$ cat src/rtl/scramble_seed_sequencer_pkg.sv
// Shared opcodes, default widths and FSM state encoding for the scramble seed sequencer.
// Optional feature macro: SCR_SEED_CACHE_EN (row-seed cache, see scramble_seed_sequencer.sv).
package scramble_seed_sequencer_pkg;

  localparam int DEF_ADDR_W = 32;
  localparam int DEF_DATA_W = 32;
  localparam int DEF_LEN_W  = 16;

  localparam logic [5:0] OP_PAGE_READ  = 6'b000001;
  localparam logic [5:0] OP_SPARE_READ = 6'b000010;
  localparam logic [5:0] OP_ENC_DIS    = 6'b000001;
  localparam logic [5:0] OP_ENC_EN     = 6'b000011;
  localparam logic [5:0] OP_ENC_SEED   = 6'b000000;

  typedef enum logic [1:0] {
    S_IDLE = 2'd0,
    S_CFG  = 2'd1,
    S_SEED = 2'd2,
    S_FWD  = 2'd3
  } state_t;

endpackage

$ cat src/rtl/scramble_seed_sequencer_if.sv
// Command channel (payload + valid/ready) used on both sides of the scramble seed sequencer.
// Optional feature macro: SCR_SEED_CACHE_EN (not used in this file).
interface scramble_seed_sequencer_if #(
  parameter int AW = scramble_seed_sequencer_pkg::DEF_ADDR_W,
  parameter int DW = scramble_seed_sequencer_pkg::DEF_DATA_W,
  parameter int LW = scramble_seed_sequencer_pkg::DEF_LEN_W
);
  logic [5:0]    opcode;
  logic [4:0]    target_id;
  logic [4:0]    source_id;
  logic [AW-1:0] address;
  logic [LW-1:0] length;
  logic [DW-1:0] row_address;
  logic          valid;
  logic          ready;

  modport master (
    output opcode, target_id, source_id, address, length, row_address, valid,
    input  ready
  );

  modport slave (
    input  opcode, target_id, source_id, address, length, row_address, valid,
    output ready
  );
endinterface

$ cat src/rtl/scramble_seed_sequencer.sv
// Command-path controller ahead of the scramble encoder: mirrors its enable state and
// inserts a row-seed load before scrambled reads. Optional macro: SCR_SEED_CACHE_EN.
module scramble_seed_sequencer
  import scramble_seed_sequencer_pkg::*;
#(
  parameter int         AddressWidth       = DEF_ADDR_W,
  parameter int         DataWidth          = DEF_DATA_W,
  parameter int         InnerIFLengthWidth = DEF_LEN_W,
  parameter logic [4:0] ScrEncID           = 5'd3
) (
  input  logic                             iClock,
  input  logic                             iReset,
  scramble_seed_sequencer_if.slave         src,
  scramble_seed_sequencer_if.master        dst,
  input  logic                             iScrambleEnable,
  output logic                             oBusy
);

  state_t state_q, state_d;

  logic                          enc_en_q, enc_en_d;
  logic [5:0]                    lat_opcode_q, lat_opcode_d;
  logic [4:0]                    lat_target_q, lat_target_d;
  logic [4:0]                    lat_source_q, lat_source_d;
  logic [AddressWidth-1:0]       lat_address_q, lat_address_d;
  logic [InnerIFLengthWidth-1:0] lat_length_q, lat_length_d;

  logic                          dst_valid_q, dst_valid_d;
  logic [5:0]                    dst_opcode_q, dst_opcode_d;
  logic [4:0]                    dst_target_q, dst_target_d;
  logic [4:0]                    dst_source_q, dst_source_d;
  logic [AddressWidth-1:0]       dst_address_q, dst_address_d;
  logic [InnerIFLengthWidth-1:0] dst_length_q, dst_length_d;

  logic                 cfg_change, src_ready, src_fire, dst_fire;
  logic                 scr_read, seed_hit, need_seed, direct_enc;
  logic [DataWidth-1:0] seed_row;

  // A pending enable change blocks new commands until the encoder has been told.
  assign cfg_change = (state_q == S_IDLE) && (enc_en_q != iScrambleEnable);
  assign src_ready  = (state_q == S_IDLE) && (enc_en_q == iScrambleEnable);
  assign src_fire   = src.valid && src_ready;
  assign dst_fire   = dst_valid_q && dst.ready;
  assign scr_read   = (src.target_id == 5'd0) && enc_en_q &&
                      ((src.opcode == OP_PAGE_READ) || (src.opcode == OP_SPARE_READ));
  assign need_seed  = scr_read && !seed_hit;
  assign direct_enc = (lat_target_q == ScrEncID);
  assign seed_row   = src.row_address;

  assign src.ready       = src_ready;
  assign oBusy           = (state_q != S_IDLE);
  assign dst.valid       = dst_valid_q;
  assign dst.opcode      = dst_opcode_q;
  assign dst.target_id   = dst_target_q;
  assign dst.source_id   = dst_source_q;
  assign dst.address     = dst_address_q;
  assign dst.length      = dst_length_q;
  assign dst.row_address = '0;

  // NOTE: sequential state uses non-blocking assignments so every flop samples pre-edge values.
  always_ff @(posedge iClock or posedge iReset) begin
    if (iReset) state_q <= S_IDLE;
    else        state_q <= state_d;
  end

  always_comb begin
    // NOTE: default to the held value first so no path through the case infers a latch.
    state_d = state_q;
    case (state_q)
      S_IDLE: begin
        if (cfg_change)    state_d = S_CFG;
        else if (src_fire) state_d = need_seed ? S_SEED : S_FWD;
      end
      S_CFG:   if (dst_fire) state_d = S_IDLE;
      S_SEED:  if (dst_fire) state_d = S_FWD;
      S_FWD:   if (dst_fire) state_d = S_IDLE;
      default: state_d = S_IDLE;
    endcase
  end

  always_comb begin
    dst_valid_d   = dst_valid_q;
    dst_opcode_d  = dst_opcode_q;
    dst_target_d  = dst_target_q;
    dst_source_d  = dst_source_q;
    dst_address_d = dst_address_q;
    dst_length_d  = dst_length_q;
    case (state_q)
      S_IDLE: begin
        if (cfg_change) begin
          dst_valid_d   = 1'b1;
          dst_opcode_d  = iScrambleEnable ? OP_ENC_EN : OP_ENC_DIS;
          dst_target_d  = ScrEncID;
          dst_source_d  = '0;
          dst_address_d = '0;
          dst_length_d  = '0;
        end else if (src_fire) begin
          dst_valid_d = 1'b1;
          if (need_seed) begin
            dst_opcode_d  = OP_ENC_SEED;
            dst_target_d  = ScrEncID;
            dst_source_d  = '0;
            dst_address_d = AddressWidth'(seed_row);
            dst_length_d  = '0;
          end else begin
            dst_opcode_d  = src.opcode;
            dst_target_d  = src.target_id;
            dst_source_d  = src.source_id;
            dst_address_d = src.address;
            dst_length_d  = src.length;
          end
        end
      end
      S_SEED: begin
        if (dst_fire) begin
          dst_valid_d   = 1'b1;
          dst_opcode_d  = lat_opcode_q;
          dst_target_d  = lat_target_q;
          dst_source_d  = lat_source_q;
          dst_address_d = lat_address_q;
          dst_length_d  = lat_length_q;
        end
      end
      default: if (dst_fire) dst_valid_d = 1'b0;
    endcase
  end

  always_comb begin
    enc_en_d      = enc_en_q;
    lat_opcode_d  = lat_opcode_q;
    lat_target_d  = lat_target_q;
    lat_source_d  = lat_source_q;
    lat_address_d = lat_address_q;
    lat_length_d  = lat_length_q;
    if (src_fire) begin
      lat_opcode_d  = src.opcode;
      lat_target_d  = src.target_id;
      lat_source_d  = src.source_id;
      lat_address_d = src.address;
      lat_length_d  = src.length;
    end
    // The mirror only moves once the encoder has actually taken the command.
    if (dst_fire) begin
      if (state_q == S_CFG) begin
        enc_en_d = (dst_opcode_q == OP_ENC_EN);
      end else if ((state_q == S_FWD) && direct_enc) begin
        if (lat_opcode_q == OP_ENC_DIS)     enc_en_d = 1'b0;
        else if (lat_opcode_q == OP_ENC_EN) enc_en_d = 1'b1;
      end
    end
  end

  always_ff @(posedge iClock or posedge iReset) begin
    if (iReset) begin
      enc_en_q      <= 1'b1;
      lat_opcode_q  <= '0;
      lat_target_q  <= '0;
      lat_source_q  <= '0;
      lat_address_q <= '0;
      lat_length_q  <= '0;
      dst_valid_q   <= 1'b0;
      dst_opcode_q  <= '0;
      dst_target_q  <= '0;
      dst_source_q  <= '0;
      dst_address_q <= '0;
      dst_length_q  <= '0;
    end else begin
      enc_en_q      <= enc_en_d;
      lat_opcode_q  <= lat_opcode_d;
      lat_target_q  <= lat_target_d;
      lat_source_q  <= lat_source_d;
      lat_address_q <= lat_address_d;
      lat_length_q  <= lat_length_d;
      dst_valid_q   <= dst_valid_d;
      dst_opcode_q  <= dst_opcode_d;
      dst_target_q  <= dst_target_d;
      dst_source_q  <= dst_source_d;
      dst_address_q <= dst_address_d;
      dst_length_q  <= dst_length_d;
    end
  end

`ifdef SCR_SEED_CACHE_EN
  logic                 seed_valid_q, seed_valid_d;
  logic [DataWidth-1:0] last_row_q, last_row_d;
  logic [DataWidth-1:0] lat_row_q, lat_row_d;

  assign seed_hit = seed_valid_q && (seed_row == last_row_q);

  always_comb begin
    seed_valid_d = seed_valid_q;
    last_row_d   = last_row_q;
    lat_row_d    = src_fire ? seed_row : lat_row_q;
    if (dst_fire) begin
      case (state_q)
        S_SEED: begin
          seed_valid_d = 1'b1;
          last_row_d   = lat_row_q;
        end
        S_CFG:   seed_valid_d = 1'b0;
        S_FWD:   if (direct_enc) seed_valid_d = 1'b0;
        default: ;
      endcase
    end
  end

  always_ff @(posedge iClock or posedge iReset) begin
    if (iReset) begin
      seed_valid_q <= 1'b0;
      last_row_q   <= '0;
      lat_row_q    <= '0;
    end else begin
      seed_valid_q <= seed_valid_d;
      last_row_q   <= last_row_d;
      lat_row_q    <= lat_row_d;
    end
  end
`else
  assign seed_hit = 1'b0;
`endif

endmodule
$ cat src/flat_wrapper.sv
// flat-port wrapper written by rule: the top's interface ports become plain ports
module scramble_seed_sequencer_flat import scramble_seed_sequencer_pkg::*;
#(
  parameter int         AddressWidth       = DEF_ADDR_W,
  parameter int         DataWidth          = DEF_DATA_W,
  parameter int         InnerIFLengthWidth = DEF_LEN_W,
  parameter logic [4:0] ScrEncID           = 5'd3
)
  (iClock, iReset, iScrambleEnable, oBusy, src_opcode, src_target_id, src_source_id, src_address, src_length, src_row_address, src_valid, src_ready, dst_opcode, dst_target_id, dst_source_id, dst_address, dst_length, dst_row_address, dst_valid, dst_ready);
  scramble_seed_sequencer_if src_i ();
  scramble_seed_sequencer_if dst_i ();
  input  logic iClock;
  input  logic iReset;
  input  logic iScrambleEnable;
  output logic oBusy;
  input wire logic [$bits(src_i.opcode)-1:0] src_opcode;
  input wire logic [$bits(src_i.target_id)-1:0] src_target_id;
  input wire logic [$bits(src_i.source_id)-1:0] src_source_id;
  input wire logic [$bits(src_i.address)-1:0] src_address;
  input wire logic [$bits(src_i.length)-1:0] src_length;
  input wire logic [$bits(src_i.row_address)-1:0] src_row_address;
  input wire logic [$bits(src_i.valid)-1:0] src_valid;
  output wire logic [$bits(src_i.ready)-1:0] src_ready;
  output wire logic [$bits(dst_i.opcode)-1:0] dst_opcode;
  output wire logic [$bits(dst_i.target_id)-1:0] dst_target_id;
  output wire logic [$bits(dst_i.source_id)-1:0] dst_source_id;
  output wire logic [$bits(dst_i.address)-1:0] dst_address;
  output wire logic [$bits(dst_i.length)-1:0] dst_length;
  output wire logic [$bits(dst_i.row_address)-1:0] dst_row_address;
  output wire logic [$bits(dst_i.valid)-1:0] dst_valid;
  input wire logic [$bits(dst_i.ready)-1:0] dst_ready;
  assign src_i.opcode = src_opcode;
  assign src_i.target_id = src_target_id;
  assign src_i.source_id = src_source_id;
  assign src_i.address = src_address;
  assign src_i.length = src_length;
  assign src_i.row_address = src_row_address;
  assign src_i.valid = src_valid;
  assign src_ready = src_i.ready;
  assign dst_opcode = dst_i.opcode;
  assign dst_target_id = dst_i.target_id;
  assign dst_source_id = dst_i.source_id;
  assign dst_address = dst_i.address;
  assign dst_length = dst_i.length;
  assign dst_row_address = dst_i.row_address;
  assign dst_valid = dst_i.valid;
  assign dst_i.ready = dst_ready;
  scramble_seed_sequencer #(.AddressWidth(AddressWidth), .DataWidth(DataWidth), .InnerIFLengthWidth(InnerIFLengthWidth), .ScrEncID(ScrEncID)) u_core (.iClock(iClock), .iReset(iReset), .src(src_i), .dst(dst_i), .iScrambleEnable(iScrambleEnable), .oBusy(oBusy));
endmodule
$ cat config.mk
export PLATFORM = sky130hd
export DESIGN_NAME = scramble_seed_sequencer_flat
export DESIGN_NICKNAME = d
export VERILOG_FILES = /design/src/rtl/scramble_seed_sequencer_pkg.sv /design/src/rtl/scramble_seed_sequencer_if.sv /design/src/rtl/scramble_seed_sequencer.sv /design/src/flat_wrapper.sv
export SDC_FILE = /design/constraint.sdc
export NUM_CORES = 1
export LEC_CHECK = 0
export ABC_CLOCK_PERIOD_IN_PS = 10300
export BUFFER_PORTS_ARGS = -buffer_cell sky130_fd_sc_hd__buf_2
export CORE_MARGIN = 10
export CORE_UTILIZATION = 38
export CTS_CLUSTER_SIZE = 14
export DETAILED_ROUTE_END_ITERATION = 10
export SYNTH_ARGS = -nofsm -noshare
export SYNTH_HDL_FRONTEND = slang
export SYNTH_SLANG_ARGS = --single-unit
$ cat constraint.sdc
create_clock -name iClock -period 10.3 [get_ports iClock]
set_clock_uncertainty 0.1 [all_clocks]
set_input_delay 2.06 -clock iClock [delete_from_list [all_inputs] [get_ports iClock]]
set_output_delay 2.06 -clock iClock [all_outputs]
set_load 0.05 [all_outputs]
# After elaboration in Yosys (flattened, before gate mapping)
# Cells that the tools add are included.
# totals
regBits	132
in_bits	101
output_inout_bits	99
wordCells	88
# classes
eq_ne	14
mux	41
n_reduce_logical	20
# op_table
op	count
$mux W32	4
$mux W16	4
$pmux W32 S2	1
$mux W5	8
$pmux W16 S2	1
$mux W6	4
$pmux W5 S2	2
$eq A6 B2 Y1 const B	3
$eq A6 B1 Y1 const B	2
$pmux W6 S2	1
$reduce_and A3 Y1	4
$mux W2	5
$mux W1	9
$reduce_bool A2 Y1	4
$logic_and A1 B1 Y1	7
$pmux W2 S3	1
$eq A5 B2 Y1 const B	1
$logic_not A5 Y1	1
$eq A2 B2 Y1 const B	2
$ne A2 B1 Y1 const B	2
$ne A3 B1 Y1 const B	1
$reduce_bool A3 Y1	1
$eq A2 B1 Y1 const B	1
$logic_not A2 Y1	1
other kinds (5)	5

# Longest topological paths before layout
# logic_depth
ltp_word	7
ltp_mapped	8
depth_no_buf	4

# Worst setup path before layout
# OpenSTA, ideal clock, no wires.
# synth_path
path_type	input to output
start	input port iScrambleEnable
end	output port src_ready
arrival_time_ps	2896
required_ps	8140
slack_ps	5244
path_stages	2
n_path_buf	0
path_cell_list	xor2_1 -> nor2_1
# synth_via
elab_chain_len	2
# synth_rtl
item	line	source
from (decl)	flat_wrapper.sv:14	input logic iScrambleEnable;
$eq A1 B1 Y1	scramble_seed_sequencer.sv:41	assign src_ready = (state_q == S_IDLE) && (enc_en_q == iScrambleEnable);
$logic_and A1 B1 Y1	scramble_seed_sequencer.sv:41	
to (decl)	flat_wrapper.sv:23	output wire logic [$bits(src_i.ready)-1:0] src_ready;
# Every way passes these cells.

# Worst setup path in the final report
# Same ends and word-level chain as after synthesis.

==> run metrics <==
status finished, final reports clean; synthesized area per cell 9.129 um2; Pwr Density 348.6 nW/um2; CTS Root Cell clkbuf_16; Hold Crit Class flop to flop; Synth area leader dfrtp_1; DPL Wire Length 11,230 um; Final Hold Vio Count 0; largest net degree at the start of global routing 97; # Post-CTS Setup Buffers 0; Max clock buf depth 2; Port Buffer Count 167; Vias/cell 4.881; Lkg Pwr 4.115 nW; Post-DRT Antenna Nets 0; clk slew on worst S/H paths 50 ps; height of the die 146.4 um; Die ar. 21,430 um2; R2R setup slack 7490 ps; multiplexer share of the synthesized area 5.276%; Placeable Area 15,770 um2; Seq/Total Area, Yosys 54.43%; commonest cells after routing, fill and taps aside nand2_1, buf_2, dfrtp_1; Die W 146.4 um; RSZ-0062 raised after global routing false; Tightest Pin Transition 1054 ps; Setup TNS 0 ps; unique cell type count in the Yosys netlist 37; headroom to the max-slew limit 29.72%; Post-DP Area 6955 um2; grt ovf 0; WP data arrival 2810 ps; CTS buffer count 17; number of flops mapped to enable cells by yosys 0; Compound-Gate Fraction of Synth Area 10.20%; I/O pins 200; GRT Overall Usage 15.61%; Routed WL 16,930 um; Synth Register Bits 132; area delta synth->final 24.16%; adder-cell share of the synthesized area 0%; share of cells above drive strength 1 25.85%; gpl congestion 0.7623; top cells by area, synth dfrtp_1, nand2_1, nand3_1, mux2i_1, buf_4; period utilisation layout 48.29%; Worst Path Required 8140 ps; # setup viols final 0; final-stage net count 916; via count 5,106; CP max FO 4; DR iter-0 viols 310; first-pass GRT wire length 27,410 um; Post-Synth Simple-Gate Area 22.07%; antenna violations before repair 1; Starting Density 38.50%; Post-route DRC 0; Post-Synth XOR/XNOR Area 0.5565%; top cell type's share of synthesized area 54.00%; first drt pass iteration count 5; Final Slew Violations 0; Peak VDD IR 0.0001474 V; H-tree Lvls 4; number of global-route vias before repair 5,182; Core Rows 46; critical path capture point type primary output; clk_lat worst skew 410 ps; TritonCTS clock tree yes; CTS sink cnt 132; critical path class input pin to primary output; Most used DFF post-synth dfrtp_1; Mapped Area 6071 um2; CP startpoint kind input pin; Mapped Cells 665; Syn. warnings 0; Max Cap Viol 0; ys async rst share 100.0%; post-cts resize count 0; Design Area, Final 7537 um2; fin crit period 4973 ps; WL/cell 16.19 um; commonest non-fill, non-tap cell in the layout nand2_1; maximum clock rate 201.1 MHz; largest family of logic cells by synthesized area simple AND/OR/NAND/NOR gates; CTS Hold Buffers Added 0
==> flip-flops by register name (all words and copies together), names as in the netlist <==
| name | flops |
|---|---|
| u_core.state_q | 2 |
| u_core.lat_address_q | 32 |
| u_core.dst.source_id | 5 |
| u_core.lat_opcode_q | 6 |
| u_core.dst.address | 32 |
| u_core.lat_target_q | 5 |
| u_core.dst.opcode | 6 |
| u_core.enc_en_q | 1 |
| u_core.lat_source_q | 5 |
| u_core.dst.valid | 1 |
| u_core.lat_length_q | 16 |
| u_core.dst.target_id | 5 |
| u_core.dst.length | 16 |
==> final timing paths <==
check                      depth (start not counted)                               start                                    to
max reg2reg                                        5       u_core.state_q[0]$_DFFE_PP0P_   u_core.dst.target_id[1]$_DFFE_PP0P_
min                                                2  u_core.lat_source_q[2]$_DFFE_PP0P_    u_core.lat_source_q[2]$_DFFE_PP0P_
max in group asynchronous                          3                              iReset  u_core.lat_address_q[24]$_DFFE_PP0P_
max                                                4                     iScrambleEnable                             src_ready
min reg2reg                                        2  u_core.lat_source_q[2]$_DFFE_PP0P_    u_core.lat_source_q[2]$_DFFE_PP0P_
min in group asynchronous                          2                              iReset    u_core.dst.address[16]$_DFFE_PP0P_
==> stage by stage <==
step / cells / worst slack, ps / total power [mW] / hold WS, ps / util [%]
2_1_floorplan: 696 / 4616 / 1.763 / 338.9 / -
3_3_place_gp: 1012 / 5323 / 2.043 / 357.0 / 44.11
3_5_place_dp: 1012 / 5326 / 2.057 / 361.6 / 44.11
4_1_cts: 1044 / 5329 / 2.657 / 375.9 / 47.76
5_1_grt: 1044 / 5283 / 2.798 / 391.0 / 47.76
6_report: 1046 / 5327 / 2.627 / 371.2 / 47.79
==> critical path: stages <==
cell and delay [ps]:
buf_2 140, xor2_1 300, nor2_1 90, buf_2 220
==> synth_stat cells (2+ instances only) <==
| master | instances |
|---|---|
| nand2_1 | 220 |
| dfrtp_1 | 131 |
| nand3_1 | 65 |
| o21ai_1 | 34 |
| buf_4 | 32 |
| mux2i_1 | 32 |
| a22oi_1 | 31 |
| nor2_1 | 21 |
| buf_2 | 20 |
| clkbuf_1 | 20 |
| a21oi_1 | 7 |
| o21ai_0 | 7 |
| a221oi_1 | 5 |
| inv_1 | 4 |
| a2bb2oi_1 | 3 |
| a31oi_1 | 3 |
| nand2b_1 | 3 |
| nor3_1 | 3 |
| nor4_1 | 3 |
| and4b_1 | 2 |
| buf_1 | 2 |
| xor2_1 | 2 |
==> kinds of logic after synthesis <==
family          after synthesis
simple gates                322
flops                       132
compound gates               96
buf+inv                      79
mux                          32
xor+xnor                      3
other cells                   1
==> report_power, final <==
group	switching [mW]	leakage, nW	total, mW	internal (mW)
Sequential	0.148	1.68	0.907	0.759
Clock	0.229	0.269	0.591	0.362
Combinational	0.849	2.16	1.13	0.281
Total	1.22	4.11	2.63	1.40
==> layer usage <==
layer	global-route usage (%)	vias to the layer above	wire, um
li1	-	2486	-
met1	20.25	2443	8071
met2	23.34	159	7354
met3	6.304	18	1267
met4	4.755	0	238
met5	0	-	0
==> area by class of cell <==
type                       count  area, um2
fill                        1602       8233
sequential                   132       3304
multi-input combinational    485       2465
timing repair buffer         175      895.9
clock buffer                  20      446.7
tap                          216      270.3
clock inverter                12      130.1
inverter                       4      20.02
antenna                        2      5.005
(Power assumes the default switching activity.)
